`config.mk`:
```
export PLATFORM = sky130hd
export DESIGN_NAME = hex_scan_display
export DESIGN_NICKNAME = d
export VERILOG_FILES = /design/src/rtl/hex_scan_display.sv
export SDC_FILE = /design/constraint.sdc
export NUM_CORES = 1
export LEC_CHECK = 0
export ABC_AREA = 0
export BUFFER_PORTS_ARGS = -buffer_cell sky130_fd_sc_hd__buf_2
export CORE_UTILIZATION = 55
export CTS_BUF_LIST = sky130_fd_sc_hd__clkbuf_16
export CTS_CLUSTER_DIAMETER = 50
export DETAILED_ROUTE_END_ITERATION = 8
export PLACE_DENSITY_LB_ADDON = 0.08
export SYNTH_ARGS = -nofsm -noshare
export SYNTH_HDL_FRONTEND = slang
export SYNTH_SLANG_ARGS = --single-unit
```
`constraint.sdc`:
```
create_clock -name clk_i -period 3.5 [get_ports clk_i]
set_clock_uncertainty 0.05 [all_clocks]
set_input_delay 0.35 -clock clk_i [delete_from_list [all_inputs] [get_ports clk_i]]
set_output_delay 0.35 -clock clk_i [all_outputs]
set_load 0.01 [all_outputs]
```
`src/rtl/hex_scan_display.sv`:
```
// Multiplexed hex display driver for common-anode digit banks with leading-zero
// blanking, decimal points, 16-level brightness PWM, dead time and per-frame snapshot.
module hex7segment (
    input  logic [3:0] x,
    output logic [6:0] z
);
    // Active-low segments ordered {g,f,e,d,c,b,a}
    always_comb begin
        z = 7'h7F;
        case (x)
            4'h0: z = 7'h40;
            4'h1: z = 7'h79;
            4'h2: z = 7'h24;
            4'h3: z = 7'h30;
            4'h4: z = 7'h19;
            4'h5: z = 7'h12;
            4'h6: z = 7'h02;
            4'h7: z = 7'h78;
            4'h8: z = 7'h00;
            4'h9: z = 7'h10;
            4'hA: z = 7'h08;
            4'hB: z = 7'h03;
            4'hC: z = 7'h46;
            4'hD: z = 7'h21;
            4'hE: z = 7'h06;
            4'hF: z = 7'h0E;
            default: z = 7'h7F;
        endcase
    end
endmodule

module hex_scan_display #(
    parameter int NDIGITS      = 4,
    parameter int HOLD_CYCLES  = 256,
    parameter int BLANK_CYCLES = 2
) (
    input  logic                   clk_i,
    input  logic                   rst_n_i,
    input  logic [4*NDIGITS-1:0]   dataword_i,
    input  logic [NDIGITS-1:0]     dp_i,
    input  logic                   blank_lz_i,
    input  logic [3:0]             brightness_i,
    output logic [NDIGITS-1:0]     sel_o,
    output logic [7:0]             seg_o,
    output logic                   frame_done_o
);
    localparam int DW = $clog2(NDIGITS);
    localparam int HW = $clog2(HOLD_CYCLES);
    localparam int BW = $clog2(BLANK_CYCLES + 1);

    typedef enum logic [1:0] {BLANK, LOAD, ON} state_t;

    state_t               state_q, state_d;
    logic [DW-1:0]        digit_q, digit_d;
    logic [HW-1:0]        hold_q, hold_d;
    logic [BW-1:0]        blank_q, blank_d;
    logic [4*NDIGITS-1:0] dataSnap_q, dataSnap_d;
    logic [NDIGITS-1:0]   dpSnap_q, dpSnap_d;
    logic                 lzSnap_q, lzSnap_d;
    logic [NDIGITS-1:0]   sel_q, sel_d;
    logic [7:0]           seg_q, seg_d;
    logic                 frameDone_q, frameDone_d;

    logic [3:0]           nibble;
    logic                 dpBit;
    logic                 upperNonZero;
    logic                 blanked;
    logic [6:0]           decoded;

    hex7segment u_decoder (
        .x (nibble),
        .z (decoded)
    );

    // The LOAD of digit 0 decodes straight from the inputs it is capturing this cycle
    always_comb begin
        dataSnap_d = dataSnap_q;
        dpSnap_d   = dpSnap_q;
        lzSnap_d   = lzSnap_q;
        if (state_q == LOAD && digit_q == '0) begin
            dataSnap_d = dataword_i;
            dpSnap_d   = dp_i;
            lzSnap_d   = blank_lz_i;
        end
    end

    always_comb begin
        nibble       = 4'h0;
        dpBit        = 1'b0;
        upperNonZero = 1'b0;
        for (int i = 0; i < NDIGITS; i++) begin
            if (int'(digit_q) == i) begin
                nibble = dataSnap_d[4*i +: 4];
                dpBit  = dpSnap_d[i];
            end
            if (i >= int'(digit_q) && dataSnap_d[4*i +: 4] != 4'h0) begin
                upperNonZero = 1'b1;
            end
        end
        blanked = lzSnap_d && (digit_q != '0) && !upperNonZero;
    end

    always_comb begin
        state_d     = state_q;
        digit_d     = digit_q;
        hold_d      = hold_q;
        blank_d     = blank_q;
        seg_d       = 8'hFF;
        sel_d       = '1;
        frameDone_d = 1'b0;
        case (state_q)
            BLANK: begin
                if (blank_q == BW'(BLANK_CYCLES - 1)) begin
                    blank_d = '0;
                    state_d = LOAD;
                end else begin
                    blank_d = blank_q + 1'b1;
                end
            end
            LOAD: begin
                state_d = ON;
                hold_d  = '0;
                seg_d   = {~dpBit, blanked ? 7'h7F : decoded};
            end
            ON: begin
                seg_d = seg_q;
                if (hold_q == HW'(HOLD_CYCLES - 1)) begin
                    hold_d  = '0;
                    state_d = BLANK;
                    seg_d   = 8'hFF;
                    if (digit_q == DW'(NDIGITS - 1)) begin
                        digit_d = '0;
                    end else begin
                        digit_d = digit_q + 1'b1;
                    end
                end else begin
                    hold_d = hold_q + 1'b1;
                end
            end
            default: state_d = BLANK;
        endcase

        // Outputs are registered, so they are derived from the state being entered
        if (state_d == ON) begin
            frameDone_d = (hold_d == HW'(HOLD_CYCLES - 1)) && (digit_q == DW'(NDIGITS - 1));
            for (int i = 0; i < NDIGITS; i++) begin
                if (int'(digit_q) == i && hold_d[3:0] <= brightness_i) begin
                    sel_d[i] = 1'b0;
                end
            end
        end
    end

    always_ff @(posedge clk_i) begin
        if (!rst_n_i) begin
            state_q     <= BLANK;
            digit_q     <= '0;
            hold_q      <= '0;
            blank_q     <= '0;
            dataSnap_q  <= '0;
            dpSnap_q    <= '0;
            lzSnap_q    <= 1'b0;
            sel_q       <= '1;
            seg_q       <= 8'hFF;
            frameDone_q <= 1'b0;
        end else begin
            state_q     <= state_d;
            digit_q     <= digit_d;
            hold_q      <= hold_d;
            blank_q     <= blank_d;
            dataSnap_q  <= dataSnap_d;
            dpSnap_q    <= dpSnap_d;
            lzSnap_q    <= lzSnap_d;
            sel_q       <= sel_d;
            seg_q       <= seg_d;
            frameDone_q <= frameDone_d;
        end
    end

    assign sel_o        = sel_q;
    assign seg_o        = seg_q;
    assign frame_done_o = frameDone_q;
endmodule
```
==> qor.yml <==
pwr:
  p_total_mw: 2.220
  power_leakage_nw: 1.328
  ir_worst_vdd_uv: 339.0
  powerDensity_nw_per_um2: 699.0
min_path:
  min_path_type: "in2reg"
  hold_path_depth: 3
  min_from: "dataword_i[14]"
  hold-path-endpoint: "dataSnap_q[14]"
worst_setup_path:
  required_ns: 3.62
  r2r-end: "seg_o[0]"
  critical_path_arrival_ns: 3.24
  worstSetupPathType: "reg2reg"
  critPathMaxFanout: 19
  r2r_cells: 13
  end_kind: "register"
  cp-start-kind: "register"
  r2r-start: "digit_q[0]"
  r2r_setup_slack_ns: 0.38
synth:
  synth_seq_area_share_pct: 34.72
  synth_most_common_cell: "dfxtp_1"
  synth_fa_ha_area_share_pct: 9.494
  syn-cell-area_um2: 2768
  yosysTopAreaCell: "dfxtp_1"
  synth_top_family_by_area: "simple AND/OR/NAND/NOR gates"
  synthFlopType: "dfxtp_1"
  synthSimpleGateAreaFrac_pct: 22.88
  netlist_instances: 332
  synth-compound-area-share_pct: 19.80
  syn-num-nets: 380
  synthTopCellsByCount: "48 x dfxtp_1, 47 x nand2_1, 29 x a21oi_1"
  synth_mux_area_share_pct: 6.013
  yosys.cell_types.count: 59
  synth-edff-count: 0
  synthArstFlopShare_pct: 0
  synth-seq-cells: 48
  synth_top_area_share_pct: 34.72
  yosys_warnings: 0
  synthXorXnorAreaFrac_pct: 1.899
  synthTopCellsByArea: "dfxtp_1 35%, ha_1 9.5%, nand2_1 6.4%, a21oi_1 5.2%, mux2i_1 5.1%"
  syn_avg_cell_area_um2: 8.336
sta:
  hold_viol_final: 0
  slew_headroom_pct: 52.62
  worstMarginPinSlew_ns: 0.7099
  period_minus_slack_ns: 3.118
  slew_violations: 0
  fin_tns_setup_ns: 0
  fmax_mhz: 320.7
  rsz0062_at_grt: "false"
  setup_viol: 0
  period_share_pct: 89.10
  whs_ns: 0.2549
global_routing:
  grt_pass1_wl_mm: 9.784
  antenna_found_initial: 0
  gr-usage-all-layers_pct: 24.05
  grt_max_degree: 25
  first_global_vias: 2157
  grt_overflow: 0
layout:
  fillers: 427
  final_nets: 415
  drive_gt1_share_pct: 18.21
  synthToLayoutAreaGrowth_pct: 14.74
  n_antenna_cell: 0
route:
  viasPerCell: 5.637
  route.met2.wl_mm: 2.967
  drt_iter0_markers: 147
  dr.pass1.iters: 4
  top_layer: "met4"
  wl_met1_mm: 2.915
  postRouteAntennaNets: 0
  routedWlPerCell_um: 14.18
  drc: 0
  wirelength_mm: 6.170
  via_count: 2452
  dr_wl_met3_um: 178
placement:
  gp_congestion: 0.9840
  placement.io_buffers: 39
  hpwl_mm: 4.527
clock_network:
  htreeDepth: 2
  root_buffer: "clkbuf_16"
  hold_buffers: 0
  clkSinkCount: 48
  post_cts_buffers: 0
  clk_pin_slew_ns: 0.07
  clk_path_buf_depth: 2
  cts_buffers: 5
  ctsResizeCount: 0
  clock_latency_ns: 0.29
  cts_tree: "yes"
floorplan:
  row_count: 25
  coreArea_um2: 4786
  die_w_um: 72.94
  start_util_pct: 57.83
  die_area_um2: 5320
  pin_count: 40
  dieHeight_um: 72.94
run:
  max_cap_violations: 0
run_status:
  status: "complete, no violations"
[area by class of cell]
type	instances	area, µm²	area share, %
Tap cell	67	83.83	2.640
Timing Repair Buffer	45	240.2	7.565
Multi-Input combinational cell	251	1663	52.36
Inverter	16	60.06	1.891
Clock buffer	5	125.1	3.940
Sequential cell	48	960.9	30.26
Clock inverter	3	42.54	1.340
[power by group]
group | switching, mW | internal [mW] | total, mW | leakage, nW
logic | 0.579 | 0.388 | 0.967 | 0.859
clock network | 0.206 | 0.336 | 0.541 | 0.0798
registers | 0.0632 | 0.648 | 0.711 | 0.390
[worst max-delay path by stage]
stage / from / depth (start not counted) / slack (ns) / endpoint
after floorplan: digit_q[0] / 13 / 0.57 / seg_o[0]
after global placement: digit_q[0] / 13 / 0.60 / seg_o[0]
after detailed placement: digit_q[0] / 13 / 0.46 / seg_o[0]
after CTS: digit_q[0] / 13 / 0.45 / seg_o[0]
after global routing: digit_q[1] / 13 / 0.12 / seg_o[0]
final: digit_q[0] / 13 / 0.38 / seg_o[0]
[sequential cells by signal, summed over array words and instances (netlist names)]
register and flops:
hold_q 8, seg_o 8, dpSnap_q 4, state_q 2
dataSnap_q 16, lzSnap_q 1, blank_q 2, digit_q 2
sel_o 4, frame_done_o 1
[cells in the final DEF, fill, tap and decap left out, types with 4 or more instances in the layout]
cell,synthesis,routed
a21oi_1,29,29
a31oi_1,4,4
and2_1,6,6
and3_1,4,4
buf_2,4,39
buf_4,2,6
clkbuf_16,0,5
dfxtp_1,48,48
ha_1,21,21
inv_1,15,15
mux2i_1,14,14
nand2_1,47,47
nand2b_1,5,5
nand3_1,14,14
nand4_1,6,6
nor2_1,24,24
o21ai_0,16,16
xnor2_1,5,5
[cell families (layout without fill, tap and decap cells)]
group                    after synthesis  in the layout
AO/OA/AOI/OAI                         80             80
flip-flops                            48             48
XOR/XNOR                               6              6
multiplexers                          16             16
adder cells (fa/ha/maj)               21             21
AND/OR/NAND/NOR                      128            128
buffers and inverters                 33             69
[metal layers]
metal  up-vias  GRT usage, %
met4         0         10.02
met2        44         40.91
met1      1151         30.56
met3         9         3.315
met5         -             0
li1       1248             -
[worst max-delay path, stage by stage, from the launching register on]
cell	delay, ns
dfxtp_1	0.42
inv_1	0.09
ha_1	0.23
nand2_2	0.07
buf_4	0.25
mux2i_1	0.25
a21oi_1	0.11
a22oi_2	0.43
inv_2	0.11
ha_1	0.27
a2111oi_0	0.37
nand4_1	0.15
o41ai_1	0.10
nor3_1	0.08
[per-stage QoR]
step	std cells	util, %	worst slack, ns	cell area [µm²]
final	435	66.35	0.3817	3176
after global routing	435	66.35	0.1210	3176
after CTS	435	66.35	0.4513	3176
after detailed placement	427	62.85	0.4572	3008
after global placement	427	62.85	0.6013	3008
after floorplan	332	-	0.5670	2768
Note: power is estimated with default switching activity, not from simulation.
